===== src/rtl/clk_div_pkg.sv =====
// Shared types and helpers for the multi-channel clock divider.
package clk_div_pkg;

  typedef enum logic {
    MODE_SQUARE = 1'b0,
    MODE_PULSE  = 1'b1
  } mode_e;

  localparam int MIN_DIV = 2;

  // Width of a channel index; a single channel still needs one select bit.
  function automatic int ch_w(input int n);
    return (n > 1) ? $clog2(n) : 1;
  endfunction

endpackage


===== src/rtl/clk_div_multi_if.sv =====
// Configuration port of clk_div_multi: one request per cycle, targeting one channel.
// Handshake: a request transfers on a rising edge where cfg_valid and cfg_ready are
// both high; cfg_ch/cfg_div/cfg_mode are only meaningful while cfg_valid is high, and
// cfg_ready may depend combinationally on cfg_ch.
interface clk_div_multi_if
  import clk_div_pkg::*;
#(
  parameter int NUM_CH = 4,
  parameter int CNT_W  = 16
);
  localparam int CH_W = ch_w(NUM_CH);

  logic            cfg_valid;
  logic            cfg_ready;
  logic [CH_W-1:0] cfg_ch;
  logic [CNT_W-1:0] cfg_div;
  mode_e           cfg_mode;

  modport master (
    output cfg_valid, cfg_ch, cfg_div, cfg_mode,
    input  cfg_ready
  );

  modport slave (
    input  cfg_valid, cfg_ch, cfg_div, cfg_mode,
    output cfg_ready
  );

endinterface


===== src/rtl/clk_div_chan.sv =====
// One divider channel: period counter, shadow divisor/mode and registered outputs.
// New settings load only at a period wrap or while the channel is held cleared.
module clk_div_chan
  import clk_div_pkg::*;
#(
  parameter int CNT_W       = 16,
  parameter int DEFAULT_DIV = 10
) (
  input  logic             clk,
  input  logic             rst,
  input  logic             en,
  input  logic             cfg_we,
  input  logic [CNT_W-1:0] cfg_div,
  input  mode_e            cfg_mode,
  output logic             outclk,
  output logic             tick,
  output logic             pending
);

  logic [CNT_W-1:0] cnt;
  logic [CNT_W-1:0] div;
  logic [CNT_W-1:0] pend_div;
  mode_e            mode;
  mode_e            pend_mode;
  logic             wrap;
  logic             sq_high;

  assign wrap    = (cnt == div - CNT_W'(1));
  assign sq_high = (cnt < (div >> 1));

  always_ff @(posedge clk) begin
    if (rst) begin
      cnt       <= '0;
      div       <= CNT_W'(DEFAULT_DIV);
      mode      <= MODE_SQUARE;
      pend_div  <= CNT_W'(DEFAULT_DIV);
      pend_mode <= MODE_SQUARE;
      pending   <= 1'b0;
      outclk    <= 1'b0;
      tick      <= 1'b0;
    end else if (en) begin
      cnt    <= wrap ? '0 : cnt + CNT_W'(1);
      tick   <= wrap;
      outclk <= (mode == MODE_PULSE) ? wrap : sq_high;
      if (pending && wrap) begin
        div     <= pend_div;
        mode    <= pend_mode;
        pending <= 1'b0;
      end
      // A running channel only shadows the request; it can never coincide
      // with the apply above because requests are refused while pending.
      if (cfg_we) begin
        pend_div  <= cfg_div;
        pend_mode <= cfg_mode;
        pending   <= 1'b1;
      end
    end else begin
      cnt    <= '0;
      outclk <= 1'b0;
      tick   <= 1'b0;
      if (pending) begin
        div     <= pend_div;
        mode    <= pend_mode;
        pending <= 1'b0;
      end
      if (cfg_we) begin
        div  <= cfg_div;
        mode <= cfg_mode;
      end
    end
  end

endmodule


===== src/rtl/clk_div_multi.sv =====
// Multi-channel programmable clock divider with a shared valid/ready config port.
// Requests to channel indices beyond NUM_CH are accepted and discarded.
module clk_div_multi
  import clk_div_pkg::*;
#(
  parameter int NUM_CH      = 4,
  parameter int CNT_W       = 16,
  parameter int DEFAULT_DIV = 10
) (
  input  logic              inputclock,
  input  logic              rst,
  input  logic [NUM_CH-1:0] enable,
  clk_div_multi_if.slave    cfg,
  output logic [NUM_CH-1:0] outputclock,
  output logic [NUM_CH-1:0] tick
);

  localparam int CH_W = ch_w(NUM_CH);

  logic [NUM_CH-1:0] pending;
  logic [NUM_CH-1:0] we;
  logic [CNT_W-1:0]  div_c;
  logic              ready_c;
  logic              accept;

  // Divisors below the minimum would make the counter meaningless.
  assign div_c = (cfg.cfg_div < CNT_W'(MIN_DIV)) ? CNT_W'(MIN_DIV) : cfg.cfg_div;

  always_comb begin
    ready_c = 1'b1;
    for (int i = 0; i < NUM_CH; i++) begin
      if (cfg.cfg_ch == CH_W'(i)) ready_c = !pending[i];
    end
  end

  assign cfg.cfg_ready = ready_c;
  assign accept        = cfg.cfg_valid && ready_c;

  always_comb begin
    we = '0;
    for (int i = 0; i < NUM_CH; i++) begin
      we[i] = accept && (cfg.cfg_ch == CH_W'(i));
    end
  end

  for (genvar g = 0; g < NUM_CH; g++) begin : g_chan
    clk_div_chan #(
      .CNT_W       (CNT_W),
      .DEFAULT_DIV (DEFAULT_DIV)
    ) u_chan (
      .clk      (inputclock),
      .rst      (rst),
      .en       (enable[g]),
      .cfg_we   (we[g]),
      .cfg_div  (div_c),
      .cfg_mode (cfg.cfg_mode),
      .outclk   (outputclock[g]),
      .tick     (tick[g]),
      .pending  (pending[g])
    );
  end

endmodule


===== src/flat_wrapper.sv =====
// flat-port wrapper written by rule: the top's interface ports become plain ports
module clk_div_multi_flat import clk_div_pkg::*;
#(
  parameter int NUM_CH      = 4,
  parameter int CNT_W       = 16,
  parameter int DEFAULT_DIV = 10
)
  (inputclock, rst, enable, outputclock, tick, cfg_cfg_valid, cfg_cfg_ch, cfg_cfg_div, cfg_cfg_mode, cfg_cfg_ready);
  clk_div_multi_if #(.NUM_CH(NUM_CH), .CNT_W(CNT_W)) cfg_i ();
  input  logic inputclock;
  input  logic rst;
  input  logic [NUM_CH-1:0] enable;
  output logic [NUM_CH-1:0] outputclock;
  output logic [NUM_CH-1:0] tick;
  input wire logic [$bits(cfg_i.cfg_valid)-1:0] cfg_cfg_valid;
  input wire logic [$bits(cfg_i.cfg_ch)-1:0] cfg_cfg_ch;
  input wire logic [$bits(cfg_i.cfg_div)-1:0] cfg_cfg_div;
  input wire logic [$bits(cfg_i.cfg_mode)-1:0] cfg_cfg_mode;
  output wire logic [$bits(cfg_i.cfg_ready)-1:0] cfg_cfg_ready;
  assign cfg_i.cfg_valid = cfg_cfg_valid;
  assign cfg_i.cfg_ch = cfg_cfg_ch;
  assign cfg_i.cfg_div = cfg_cfg_div;
  assign cfg_i.cfg_mode = cfg_cfg_mode;
  assign cfg_cfg_ready = cfg_i.cfg_ready;
  clk_div_multi #(.NUM_CH(NUM_CH), .CNT_W(CNT_W), .DEFAULT_DIV(DEFAULT_DIV)) u_core (.inputclock(inputclock), .rst(rst), .enable(enable), .cfg(cfg_i), .outputclock(outputclock), .tick(tick));
endmodule

===== config.mk =====
export PLATFORM = sky130hd
export DESIGN_NAME = clk_div_multi_flat
export DESIGN_NICKNAME = d
export VERILOG_FILES = /design/src/rtl/clk_div_pkg.sv /design/src/rtl/clk_div_multi_if.sv /design/src/rtl/clk_div_chan.sv /design/src/rtl/clk_div_multi.sv /design/src/flat_wrapper.sv
export SDC_FILE = /design/constraint.sdc
export NUM_CORES = 1
export LEC_CHECK = 0
export ABC_CLOCK_PERIOD_IN_PS = 4900
export BUFFER_PORTS_ARGS = -buffer_cell sky130_fd_sc_hd__buf_2
export CORE_UTILIZATION = 31
export CTS_BUF_LIST = sky130_fd_sc_hd__clkbuf_8
export DETAILED_ROUTE_END_ITERATION = 10
export SETUP_SLACK_MARGIN = 0.15
export SYNTH_ARGS = -nofsm -noshare
export SYNTH_HDL_FRONTEND = slang
export SYNTH_SLANG_ARGS = --single-unit

===== constraint.sdc =====
create_clock -name inputclock -period 4.9 [get_ports inputclock]
set_clock_uncertainty 0.05 [all_clocks]
set_input_delay 0.98 -clock inputclock [delete_from_list [all_inputs] [get_ports inputclock]]
set_output_delay 0.98 -clock inputclock [all_outputs]
set_load 0.01 [all_outputs]

==> reports/results.ini <==
[grt]
grt_pass1_vias=10030
grt_pass1_wl_um=52610
grt_usage_pct=15.71
grt_start_max_net_pins=69
antenna_found_initial=4
grt_overflow=0

[sta]
tns_ns=0
timing.fmax_mhz=271.3
finalHoldViolCount=0
slew_viol_final=0
tightest_slew_ns=1.067
setup_violations=0
rsz0062_at_grt=no
fin_crit_ns=3.686
max_slew_margin_pct=28.58
fin_crit_sh_pct=75.22

[synthesis]
ys_ff_latch=212
yosys_warnings=0
async_flop_share_pct=0
synth_edf_count=0
syn_avg_cell_area_um2=7.986
synth_cells=1561
syn_area_mm2=0.01247
seq_area_frac_synth_pct=34.05
ys.flop_type=dfxtp_1
yosysUniqueCellTypes=75
syn-num-nets=1651

[clock_network]
cts.sinks=212
cts_inserted_buffers=40
cts_buffer_depth=3
postCtsHoldBufs=0
cts.htree.levels=2
insertion_delay_ns=0.56
path_clk_slew_ns=0.06
cts_setup_buffers=0
cts-root-buf=clkbuf_8
cts_tree=built
post_cts_resize_count=0

[route]
drt_iter0_markers=661
vias=10540
drt-total-wl_um=32040
first_pass_iters=5
drt-vias-per-instance=5.031
antenna_left=0
wire_per_inst_um=15.30
drc=0

[setup_path]
worstSetupEndpointType=flop
r2r-start=u_core.g_chan[2].u_chan.div[1]
cp_data_required_time_ns=5.26
crit_start=u_core.g_chan[2].u_chan.div[1]
worstSetupPathType=reg2reg
path_max_fanout=17
crit_arrival_ns=4.05
crit_path_start_kind=flop

[worst_hold_path]
hold_class=reg2reg
worstHoldStart=u_core.g_chan[0].u_chan.pend_div[2]

[power]
pwr_density_cell_mw_per_mm2=287.9
p_leak_uw=0.005276
peakVddDrop_mv=0.2050

[floorplanning]
initial_core_util_pct=31.37
rows=73
dieArea_mm2=0.04102
pin_count=35
fp.dieH_um=202.5
die_width_um=202.5
coreArea_mm2=0.03973

[placement]
placed_cell_area_mm2=0.01292
place.gp.congestion=0.8570
io_buffers=34
place_hpwl_um=22640

[flow_run]
cap_violations=0

[final_layout]
layout_commonest_cell=nand2_1
fillCellCount=4201
layout_common_cells=nand2_1 (244), dfxtp_1 (212), nor2_1 (146), a21oi_1 (92), inv_1 (88)
nNetsFinal=1629
layout-drive-gt1-share_pct=9.311
synthToLayoutAreaGrowth_pct=10.62
final_area_mm2=0.01379

[status]
status=complete, no violations

-- routing by layer --
layer | part of all wire, % | up-vias | global-route usage [%] | routed length [um]
met5 | 0.025 | - | 0 | 8
met4 | 3.0 | 2 | 5.934 | 946
met3 | 4.2 | 61 | 2.841 | 1346
met2 | 45 | 182 | 24.46 | 14280
met1 | 48 | 4916 | 21.50 | 15460
li1 | - | 5374 | - | -
-- cell usage after synthesis (8+ instances only) --
cell type | n | share of area [%]
nand3b_1 | 10 | 0.60
a31oi_1 | 11 | 0.55
a21oi_1 | 92 | 3.7
nor2b_1 | 39 | 2.0
xor2_1 | 65 | 4.6
or4_1 | 11 | 0.66
nor2_1 | 147 | 4.4
nor3_1 | 32 | 1.3
a2111oi_0 | 16 | 1.1
clkbuf_1 | 89 | 2.7
ha_1 | 64 | 6.4
and3_1 | 28 | 1.4
nand3_1 | 38 | 1.5
a311oi_2 | 13 | 1.6
inv_1 | 79 | 2.4
o21ai_0 | 21 | 0.84
and4_1 | 9 | 0.63
a211oi_1 | 53 | 3.2
dfxtp_1 | 212 | 34
a21o_1 | 19 | 1.1
nor4_1 | 24 | 1.2
nand4_1 | 17 | 0.85
buf_4 | 9 | 0.54
xnor2_1 | 63 | 4.4
nor3b_1 | 8 | 0.48
nand2_1 | 244 | 7.3
mux2i_1 | 23 | 1.8
nand2b_1 | 13 | 0.65
-- where the power goes --
group	switching (uW)	total, uW	leakage, uW	internal (uW)
clock	777	1850	0.000484	1080
combinational	204	314	0.00308	111
sequential	40.3	1800	0.00172	1760
-- kinds of logic after synthesis --
| kind of cell | after synthesis | synth area share, % |
|---|---|---|
| and+or+nand+nor | 657 | 25.36 |
| AOI/OAI and AO/OA | 290 | 16.93 |
| DFF | 212 | 34.05 |
| buffers and inverters | 185 | 6.123 |
| xor gates and xnor gates | 128 | 8.993 |
| adders and majority gates | 64 | 6.424 |
| muxes | 25 | 2.118 |
-- worst max-delay path: stages (launching register included) --
cell	delay, ns
dfxtp_1	0.38
inv_1	0.09
ha_1	0.21
nor3b_1	0.85
and3_1	0.31
o2111ai_1	0.11
nor4_1	0.18
o2111ai_1	0.36
a21oi_4	0.67
mux2i_1	0.27
nor2_1	0.05
-- stage by stage --
step	hold slack, ns	util (%)	instances	worst slack, ns	power [uW]
after floorplan	0.3799	-	1561	1.891	2063
after global placement	0.3871	32.51	2022	1.368	2143
after detailed placement	0.3922	32.51	2022	1.269	2151
after CTS	0.4000	34.70	2093	1.240	4032
after global routing	0.4119	34.70	2093	0.8316	4138
final	0.3984	34.71	2094	1.214	3969
-- flip-flops by register name, summed over array words and instances, names as in the netlist --
name and cells:
u_core.g_chan.u_chan.outclk 4, u_core.g_chan.u_chan.mode 4, u_core.g_chan.u_chan.div 64, u_core.g_chan.u_chan.cnt 64, u_core.g_chan.u_chan.pend_div 64, u_core.g_chan.u_chan.pending 4, u_core.g_chan.u_chan.tick 4, u_core.g_chan.u_chan.pend_mode 4
-- path summary, 6_finish.rpt --
path / to / slack [ns] / cells after the start
worst max-delay path: u_core.g_chan[2].u_chan.div[10] / 1.21 / 10
worst min-delay path: u_core.g_chan[0].u_chan.pend_div[2] / 0.40 / 2
worst max register to register: u_core.g_chan[2].u_chan.div[10] / 1.21 / 10
worst min register to register: u_core.g_chan[0].u_chan.pend_div[2] / 0.40 / 2
-- layout make-up --
type | instances | area, um^2 | share of cell area [%]
diodes | 1 | 2.502 | 0.01815
clock buffers | 57 | 784.5 | 5.689
clock inverters | 14 | 86.33 | 0.6261
inverters | 79 | 296.5 | 2.150
multi-input cells | 1164 | 7486 | 54.29
flip-flops and latches | 212 | 4244 | 30.78
well taps | 525 | 656.9 | 4.764
repair buffers | 42 | 232.7 | 1.688
Note: power is estimated with default switching activity, not from simulation.
